--- src/rtl/rcpu_step_ctrl.sv ---
// Step-pulse controller: conditions the step button and mode switches, then issues cpu_step enables.
// Optional macro RCPU_STEP_HALT_EN adds halt_req input and halted status output.
module rcpu_step_ctrl #(
    parameter int DB_CYCLES = 16,
    parameter int RUN_DIV   = 4,
    parameter int BURST_LEN = 4
) (
    input  logic       clk,
    input  logic       rst,
    input  logic       btn_raw,
    input  logic [1:0] mode,
`ifdef RCPU_STEP_HALT_EN
    input  logic       halt_req,
    output logic       halted,
`endif
    output logic       cpu_step,
    output logic       busy,
    output logic [7:0] step_count
);

    localparam int DB_W  = $clog2(DB_CYCLES);
    localparam int DIV_W = (RUN_DIV > 1) ? $clog2(RUN_DIV) : 1;

    localparam logic [1:0] ST_IDLE  = 2'd0;
    localparam logic [1:0] ST_RUN   = 2'd1;
    localparam logic [1:0] ST_BURST = 2'd2;

    localparam logic [1:0] M_HALT   = 2'd0;
    localparam logic [1:0] M_SINGLE = 2'd1;
    localparam logic [1:0] M_RUN    = 2'd2;
    localparam logic [1:0] M_BURST  = 2'd3;

    logic             btn_s1, btn_s2;
    logic [1:0]       mode_s1, mode_s2;
    logic [DB_W-1:0]  db_cnt;
    logic             btn_stable;
    logic             db_hit;
    logic             press;

    logic [1:0]       state_reg, state_next;
    logic [DIV_W-1:0] div_reg, div_next;
    logic [7:0]       rem_reg, rem_next;
    logic             step_next;
    logic             div_hit;
    logic             cpu_step_reg;
    logic             busy_reg;
    logic [7:0]       count_reg;
    logic             halt_in;
    logic             halt_blk;

    always_ff @(posedge clk or negedge rst) begin
        if (!rst) begin
            btn_s1  <= 1'b0;
            btn_s2  <= 1'b0;
            mode_s1 <= 2'b00;
            mode_s2 <= 2'b00;
        end else begin
            btn_s1  <= btn_raw;
            btn_s2  <= btn_s1;
            mode_s1 <= mode;
            mode_s2 <= mode_s1;
        end
    end

    // press fires in the cycle the debouncer accepts a new high level
    assign db_hit = (btn_s2 != btn_stable) && (db_cnt == DB_W'(DB_CYCLES - 1));
    assign press  = db_hit && btn_s2;

    always_ff @(posedge clk or negedge rst) begin
        if (!rst) begin
            db_cnt     <= '0;
            btn_stable <= 1'b0;
        end else if (btn_s2 != btn_stable) begin
            if (db_hit) begin
                btn_stable <= btn_s2;
                db_cnt     <= '0;
            end else begin
                db_cnt <= db_cnt + 1'b1;
            end
        end else begin
            db_cnt <= '0;
        end
    end

`ifdef RCPU_STEP_HALT_EN
    logic       halted_reg;
    logic [1:0] mode_d;

    assign halt_in  = halt_req;
    assign halt_blk = halted_reg;
    assign halted   = halted_reg;

    always_ff @(posedge clk or negedge rst) begin
        if (!rst) begin
            halted_reg <= 1'b0;
            mode_d     <= 2'b00;
        end else begin
            mode_d <= mode_s2;
            if ((state_reg != ST_IDLE) && halt_req)
                halted_reg <= 1'b1;
            else if (press || (mode_s2 != mode_d))
                halted_reg <= 1'b0;
        end
    end
`else
    assign halt_in  = 1'b0;
    assign halt_blk = 1'b0;
`endif

    assign div_hit = (div_reg == DIV_W'(RUN_DIV - 1));

    always_comb begin
        state_next = state_reg;
        div_next   = div_reg;
        rem_next   = rem_reg;
        step_next  = 1'b0;
        case (state_reg)
            ST_IDLE: begin
                div_next = '0;
                if (mode_s2 == M_SINGLE && press && !halt_in) begin
                    step_next = 1'b1;
                end else if (mode_s2 == M_BURST && press) begin
                    rem_next   = 8'(BURST_LEN);
                    state_next = ST_BURST;
                end else if (mode_s2 == M_RUN && !halt_blk) begin
                    state_next = ST_RUN;
                end
            end
            ST_RUN: begin
                if (halt_in || mode_s2 != M_RUN) begin
                    state_next = ST_IDLE;
                end else if (div_hit) begin
                    step_next = 1'b1;
                    div_next  = '0;
                end else begin
                    div_next = div_reg + 1'b1;
                end
            end
            ST_BURST: begin
                // only HALT (or halt_req) can cut a burst short
                if (halt_in || mode_s2 == M_HALT) begin
                    state_next = ST_IDLE;
                end else if (div_hit) begin
                    step_next = 1'b1;
                    div_next  = '0;
                    rem_next  = rem_reg - 8'd1;
                    if (rem_reg == 8'd1)
                        state_next = ST_IDLE;
                end else begin
                    div_next = div_reg + 1'b1;
                end
            end
            default: state_next = ST_IDLE;
        endcase
    end

    always_ff @(posedge clk or negedge rst) begin
        if (!rst) begin
            state_reg    <= ST_IDLE;
            div_reg      <= '0;
            rem_reg      <= 8'd0;
            cpu_step_reg <= 1'b0;
            busy_reg     <= 1'b0;
            count_reg    <= 8'd0;
        end else begin
            state_reg    <= state_next;
            div_reg      <= div_next;
            rem_reg      <= rem_next;
            cpu_step_reg <= step_next;
            busy_reg     <= (state_next != ST_IDLE);
            count_reg    <= count_reg + {7'd0, cpu_step_reg};
        end
    end

    assign cpu_step   = cpu_step_reg;
    assign busy       = busy_reg;
    assign step_count = count_reg;

endmodule

--- config.mk ---
export PLATFORM = sky130hd
export DESIGN_NAME = rcpu_step_ctrl
export DESIGN_NICKNAME = d
export VERILOG_FILES = /design/src/rtl/rcpu_step_ctrl.sv
export SDC_FILE = /design/constraint.sdc
export NUM_CORES = 1
export LEC_CHECK = 0
export ABC_AREA = 1
export BUFFER_PORTS_ARGS = -buffer_cell sky130_fd_sc_hd__buf_4
export CORE_ASPECT_RATIO = 1.4
export CORE_MARGIN = 1.5
export CORE_UTILIZATION = 25
export DETAILED_ROUTE_END_ITERATION = 10
export PLACE_DENSITY = 0.5
export SLEW_MARGIN = 20
export SYNTH_ARGS = -nofsm -noshare
export SYNTH_HDL_FRONTEND = slang
export SYNTH_SLANG_ARGS = --single-unit
--- constraint.sdc ---
create_clock -name clk -period 1.7 [get_ports clk]
set_input_delay 0.17 -clock clk [delete_from_list [all_inputs] [get_ports clk]]
set_output_delay 0.17 -clock clk [all_outputs]
set_load 0.02 [all_outputs]
-- Word level (Yosys, flattened, before mapping)
Cells that the tools add are included.
- bits in registers: 33
- bits of input ports: 5
- output and inout port bits: 10
- logic and storage cells: 67
- add/subtract/negate cells: 4
- equal/unequal tests: 15
- muxes and demuxes: 24
- reductions and logical operators: 12
- operator list (kind ; number):
    $mux 8 ; 4
    $mux 2 ; 10
    $pmux 8 s2 ; 1
    $ne 2x2->1 const B ; 6
    $pmux 2 s3 ; 2
    $add 8x1->8 ; 1
    $eq 2x2->1 const B ; 4
    $eq 8x1->1 const B ; 1
    $mux 4 ; 2
    $sub 8x1->8 const B ; 1
    $reduce_and 5->1 ; 1
    $add 4x1->4 const B ; 1
    $eq 2x1->1 const B ; 2
    $eq 4x4->1 const B ; 1
    $logic_and 1x1->1 ; 4
    $logic_not 2->1 ; 2
    $mux 1 ; 4
    $reduce_bool 2->1 ; 2
    $pmux 1 s3 ; 1
    $reduce_and 3->1 ; 1
    $reduce_bool 3->1 ; 1
    $add 2x1->2 const B ; 1
    $reduce_and 2->1 ; 1
    $ne 1x1->1 ; 1

-- Logic depth before layout (Yosys ltp)
Gate-level depths: netlist of run 1.
- word-level depth: 8
- gate-level depth with buffers: 10
- gate-level depth less buffers: 10

-- Worst setup path after synthesis of run 1
Ideal clock, no wire load.
- path kind: register to register
- start point: register state_reg[0]
- end point: register rem_reg[6]
- setup time: 0.118 ns
- arrival: 1.365 ns
- data required time: 1.582 ns
- path slack: 0.218 ns
- cell stages (with the launch flop): 10
- path buffers: 1
- clock period less this slack: 1.482 ns
- path through: dfrtp_1 inv_1 ha_1 inv_2 nor2_1 nor2_2 nand2_4 buf_12 nand2_1 o21ai_2
- longest elaborated chain between the ends: 3
- elaborated cells on any way between the ends: 9
- classes of those cells: eq/ne (5); mux (1); reduce/logical (3)
- ends and longest elaborated chain (element ; RTL line ; RTL):
    from (decl) ; 40 ; logic [1:0] state_reg, state_next;
    from (signal assigned) ; 166 ; state_reg <= state_next;
    $eq 2x2->1 or $logic_not 2->1 (tied branches) ; 117 ; case (state_reg)
    $ne 2x2->1 (no line) or $reduce_bool 2->1 (tied branches) ; - ;
    $reduce_and 5->1 (no line) ; - ;
    to (signal assigned) ; 168 ; rem_reg <= rem_next;
    to (decl) ; 42 ; logic [7:0] rem_reg, rem_next;
Parallel ways exist; a longest one is shown, timed or not.
A chain may end at the register's enable or synchronous reset.

-- Final worst setup path of run 1
- start point: register state_reg[0]
- end point: register rem_reg[3]
Same word-level chain as after synthesis.

==> impl_metrics.toml, run 1 <==
[layout]
fin_util_pct = 31.0
multi_input_area_um2 = 734
register_area_um2 = 826
final_nets = 234
drive_above_1_share_pct = 20.0
design_area_um2 = 2020
area_growth_pct = 20.3
fillers = 697
final_cells = 294
antenna_cells = 0

[grt]
grt_use_met2_pct = 17.8
grt_pass1_wl_um = 5600
grt_max_degree = 34
grt.busiest_layer = "met2"
grt-ovfl-total = 0
grt_util_all_layers_pct = 10.1
antenna_found_initial = 0
grt_pass1_vias = 1287
use_met1_pct = 11.0
met3_usage_pct = 2.41

[yosys]
synth.ff_latch_count = 33
yosysTopAreaCell = "dfrtp_1"
post-synth-top-area-fraction_pct = 49.1
yosys.cell_types.count = 23
syn_inst = 190
yosysWarnings = 0
syn_area_um2 = 1680
synth.avg_cell_area_um2 = 8.85
ys_top_cells_by_area = "dfrtp_1 (49%), nand2_1 (9.8%), ha_1 (7.4%)"
seq_area_frac_synth_pct = 49.1
syn-num-nets = 205

[routing]
vias = 1278
first_iter_violations = 56
via_per_inst = 4.35
detail-route-antenna-nets = 0
drc = 0
wl_per_cell_um = 10.8
dr.pass1.iters = 5
wirelength_um = 3170

[die]
die_x_um = 72.3
start_util_pct = 25.8
dieArea_um2 = 7230
die_height_um = 100
rows = 35
core_area_um2 = 6530
ios = 15

[clocking]
clkSinkCount = 33
cts_max_level = 2
cts_tree = "done"
numCtsBuffers = 5
cts_root_buf = "clkbuf_8"
cts_max_path_buffers = 2
cts_resized = 0
clkTransAtPathRegs_ns = 0.07
clk_latency_ns = 0.29

[timing]
tightest_slew_ns = 0.415
maxSlewHeadroom_pct = 72.3
fin_crit_sh_pct = 90.8
rsz0062_at_grt = "false"
period_minus_slack_ns = 1.54
max_freq_ghz = 0.648
finalSetupTns_ns = 0
hold_viol = 0
fin_worst_skew_ns = 0.00905
setup_viol = 0
drv_slew = 0

[min_path]
hold_class = "in2async"

[critical_path]
worst-path-max-fanout = 15
r2r-start = "state_reg[0]"
worst-r2r-setup-slack_ns = 0.16
worstSetupStartpoint = "state_reg[0]"
worstSetupEndpoint = "rem_reg[3]"
rr_endpoint = "rem_reg[3]"
required_ns = 1.92
arrival_ns = 1.76
reg2reg_depth = 8
worst_setup_path_start_kind = "flip-flop"
endpoint_kind = "flip-flop"
worstSetupPathType = "reg2reg"

[pwr]
peakVddDrop_mv = 0.265
p_per_area_nw_per_um2 = 862
static-leakage-power_nw = 1.02
finalPower_mw = 1.74

[placement]
place_area_um2 = 1870
portBuffers = 14
dp_hpwl_um = 2300
place_inst = 279
gp_congestion = 0.811

[job]
drv_cap = 0

[status]
outcome = "completed"
timing repair:
action                     CTS  global route
hold endpoints to repair    36             0
setup buffers                0             3
setup endpoints to repair    0             2
hold buffers                 4             0
Yosys cell counts (all sizes together):
cell type and number:
a21boi 1, a21oi 2, a31oi 1, buf 1, dfrtp 33, ha 10, inv 27, nand2 48
nand3 16, nand3b 1, nand4 3, nor2 19, nor3 4, o21ai 16, or2 1, xnor2 1
xor2 6
final cells by class:
class / count / area share (%)
sequential: 33 / 40.8
inverter: 27 / 5.01
tap: 74 / 4.58
clock buffer: 5 / 3.40
timing repair buffer: 23 / 9.03
multi-input combinational: 129 / 36.3
clock inverter: 3 / 0.866
worst min-delay path by stage:
stage,slack [ns],cells after the start,endpoint
5_1_grt,0.37,0,mode_s2[0]
3_5_place_dp,0.14,1,db_cnt[0]
4_1_cts,0.35,0,mode_s2[0]
6_report,0.35,2,db_cnt[2]
3_3_place_gp,0.14,1,db_cnt[0]
2_1_floorplan,-0.13,0,btn_s1
cells by family (layout without fill, tap and decap cells):
kind of cell | Yosys count | in the layout | synth area share, %
simple gates | 92 | 92 | 24.9
flops | 33 | 33 | 49.1
xor+xnor | 7 | 7 | 3.65
buf+inv | 28 | 58 | 7.22
fa+ha+maj | 10 | 10 | 7.44
compound gates | 20 | 20 | 7.74
metal layers:
| layer | wire, µm | part of all wire, % |
|---|---|---|
| met1 | 1340 | 42 |
| met2 | 1630 | 52 |
| met3 | 111 | 3.5 |
| met4 | 79 | 2.5 |
| met5 | 0 | 0 |
critical path: stages (launching register included):
cell,delay (ns)
dfrtp_1,0.40
inv_1,0.09
ha_1,0.23
inv_2,0.14
nor2_1,0.07
nor2_2,0.15
nand2_4,0.14
buf_4,0.17
o21ai_2,0.09
metrics by stage:
stage	setup slack, ns	hold WS [ns]
floorplan	0.218	-0.126
global placement	0.144	0.143
detailed placement	0.150	0.143
CTS	0.135	0.353
global route	0.00815	0.367
finish	0.157	0.350
report_power, final:
part	internal [mW]	total, mW	switching (mW)
Clock	0.282	0.571	0.289
Sequential	0.846	0.892	0.0457
Combinational	0.113	0.281	0.168
cell usage in the layout (no fill, tap or decap), types with 3 or more instances in the layout:
cell type	n
dfrtp_1	33
buf_4	19
o21ai_0	9
nor2_2	3
ha_1	10
dlygate4sd3_1	4
nand3_1	16
nor3_1	3
nand2_2	3
o21ai_2	7
nor2_1	16
clkbuf_8	5
xor2_1	6
nand2_1	44
nand4_1	3
inv_1	26
Note: power is estimated with default switching activity, not from simulation.
==> run 2: changes to the inputs <==
--- a/config.mk
+++ b/config.mk
@@ -10,6 +10,7 @@
 export CORE_ASPECT_RATIO = 1.4
 export CORE_MARGIN = 1.5
 export CORE_UTILIZATION = 25
+export CTS_CLUSTER_DIAMETER = 30
 export DETAILED_ROUTE_END_ITERATION = 10
 export PLACE_DENSITY = 0.5
 export SLEW_MARGIN = 20
==> constraint.sdc (replaced) <==
create_clock -name clk -period 1.7 [get_ports clk]
set_input_delay 0.51 -clock clk [delete_from_list [all_inputs] [get_ports clk]]
set_output_delay 0.51 -clock clk [all_outputs]
set_load 0.02 [all_outputs]
==> run 2 against run 1 <==
  * Die area stayed put
  * Global-route usage about the same
  * Via count fell by 1.4%
  * Count of clock-buffer cells in the layout is the same
  * Critical path type unchanged
==> impl_metrics.toml, run 2 (synthesized netlist as in run 1, its figures left out) <==
[status]
outcome = "completed"

[pwr]
static-leakage-power_nw = 1.01
finalPower_mw = 1.74
p_per_area_nw_per_um2 = 875
peakVddDrop_mv = 0.265

[clocking]
numCtsBuffers = 5
cts_tree = "done"
cts_root_buf = "clkbuf_8"
cts_resized = 0
cts_max_path_buffers = 2
cts_hold_buf = 0
cts_setup_buffers = 0
cts_max_level = 2
clk_latency_ns = 0.29
clkTransAtPathRegs_ns = 0.07
clkSinkCount = 33

[die]
rows = 35
start_util_pct = 25.8
dieArea_um2 = 7230
core_area_um2 = 6530
ios = 15
die_x_um = 72.3
die_height_um = 100

[grt]
grt-ovfl-total = 0
antenna_found_initial = 0
grt_pass1_vias = 1280
grt_pass1_wl_um = 5580
grt_util_all_layers_pct = 10.1
grt_max_degree = 34

[timing]
timing.hold.ws_ns = 0.148
rsz0062_at_grt = "false"
maxSlewHeadroom_pct = 72.6
hold_viol = 0
max_freq_ghz = 0.648
drv_slew = 0
finalSetupTns_ns = 0
fin_worst_skew_ns = 0.00896
setup_viol = 0
fin_ws_ns = 0.157
period_minus_slack_ns = 1.54
fin_crit_sh_pct = 90.8
tightest_slew_ns = 0.411

[critical_path]
worstSetupPathType = "reg2reg"
worst-path-max-fanout = 15
cp_slowest_cell = "dfrtp_1"
endpoint_kind = "flip-flop"
r2r-start = "state_reg[0]"
reg2reg_depth = 8
required_ns = 1.92
worst-r2r-setup-slack_ns = 0.16
cpPeakStageDelay_ns = 0.40
arrival_ns = 1.76
path_cells = "inv_1 > ha_1 > inv_2 > nor2_1 > nor2_2 > nand2_4 > buf_4 > o21ai_2"
rr_endpoint = "rem_reg[3]"
worst_setup_path_start_kind = "flip-flop"

[layout]
final_common_cell = "nand2_1"
fin_util_pct = 30.4
layout_common_cells = "nand2_1 (44), dfrtp_1 (33), inv_1 (26)"
drive_above_1_share_pct = 20.4
antenna_cells = 0
area_growth_pct = 17.9
final_nets = 230

[placement]
gp_congestion = 0.811
dp_slack_ns = 0.150
dp_hpwl_um = 2300
portBuffers = 14

[routing]
wl_per_cell_um = 10.9
detail-route-antenna-nets = 0
dr.pass1.iters = 5
drc = 0
via_per_inst = 4.34
first_iter_violations = 58
vias = 1260
wirelength_um = 3150

[min_path]
hold_class = "in2async"

[job]
drv_cap = 0
-- run 2: cell count changes in the layout (fill, tap and decap cells not counted), sizes merged --
cell	delta
dlygate4sd3	-4
-- run 2: final cells by class --
| cell class | count | area [µm²] |
|---|---|---|
| clock inverter | 3 | 17.5 |
| sequential | 33 | 826 |
| timing repair buffer | 19 | 143 |
| multi-input combinational | 129 | 734 |
| tap | 74 | 92.6 |
| clock buffer | 5 | 68.8 |
| fill | 701 | 4540 |
| inverter | 27 | 101 |
-- run 2: worst max path at each step --
| stage | startpoint | to | cells past startpoint |
|---|---|---|---|
| 6_report | state_reg[0] | rem_reg[3] | 8 |
| 5_1_grt | state_reg[0] | rem_reg[1] | 9 |
| 3_5_place_dp | state_reg[0] | rem_reg[1] | 9 |
| 3_3_place_gp | state_reg[0] | rem_reg[1] | 9 |
| 2_1_floorplan | state_reg[0] | rem_reg[6] | 9 |
| 4_1_cts | state_reg[0] | rem_reg[1] | 9 |
-- run 2: critical path: cells and delay by family, from the launching register on --
kind | cells | cell delay [ns]
buffers and inverters | 3 | 0.40
AO/OA/AOI/OAI | 1 | 0.09
adder cells (fa/ha/maj) | 1 | 0.23
flip-flops | 1 | 0.40
AND/OR/NAND/NOR | 3 | 0.36
-- run 2: where the power goes --
| part | switching, mW | internal [mW] |
|---|---|---|
| combinational | 0.167 | 0.107 |
| sequential | 0.0457 | 0.846 |
| clock | 0.288 | 0.282 |
-- run 2: routing by layer --
layer  track usage (%)  up-vias  wire length (µm)
met5                 0        -                 0
met4              5.22        0                79
met3              2.41        6               111
met2              17.8       19              1630
met1              11.0      586              1330
li1                  -      649                 -
-- run 2: metrics by stage --
stage          cell area (µm²)  std cells
2_1_floorplan             1680        190
3_3_place_gp              1870        279
3_5_place_dp              1870        279
4_1_cts                   1960        287
5_1_grt                   1980        290
6_report                  1980        290
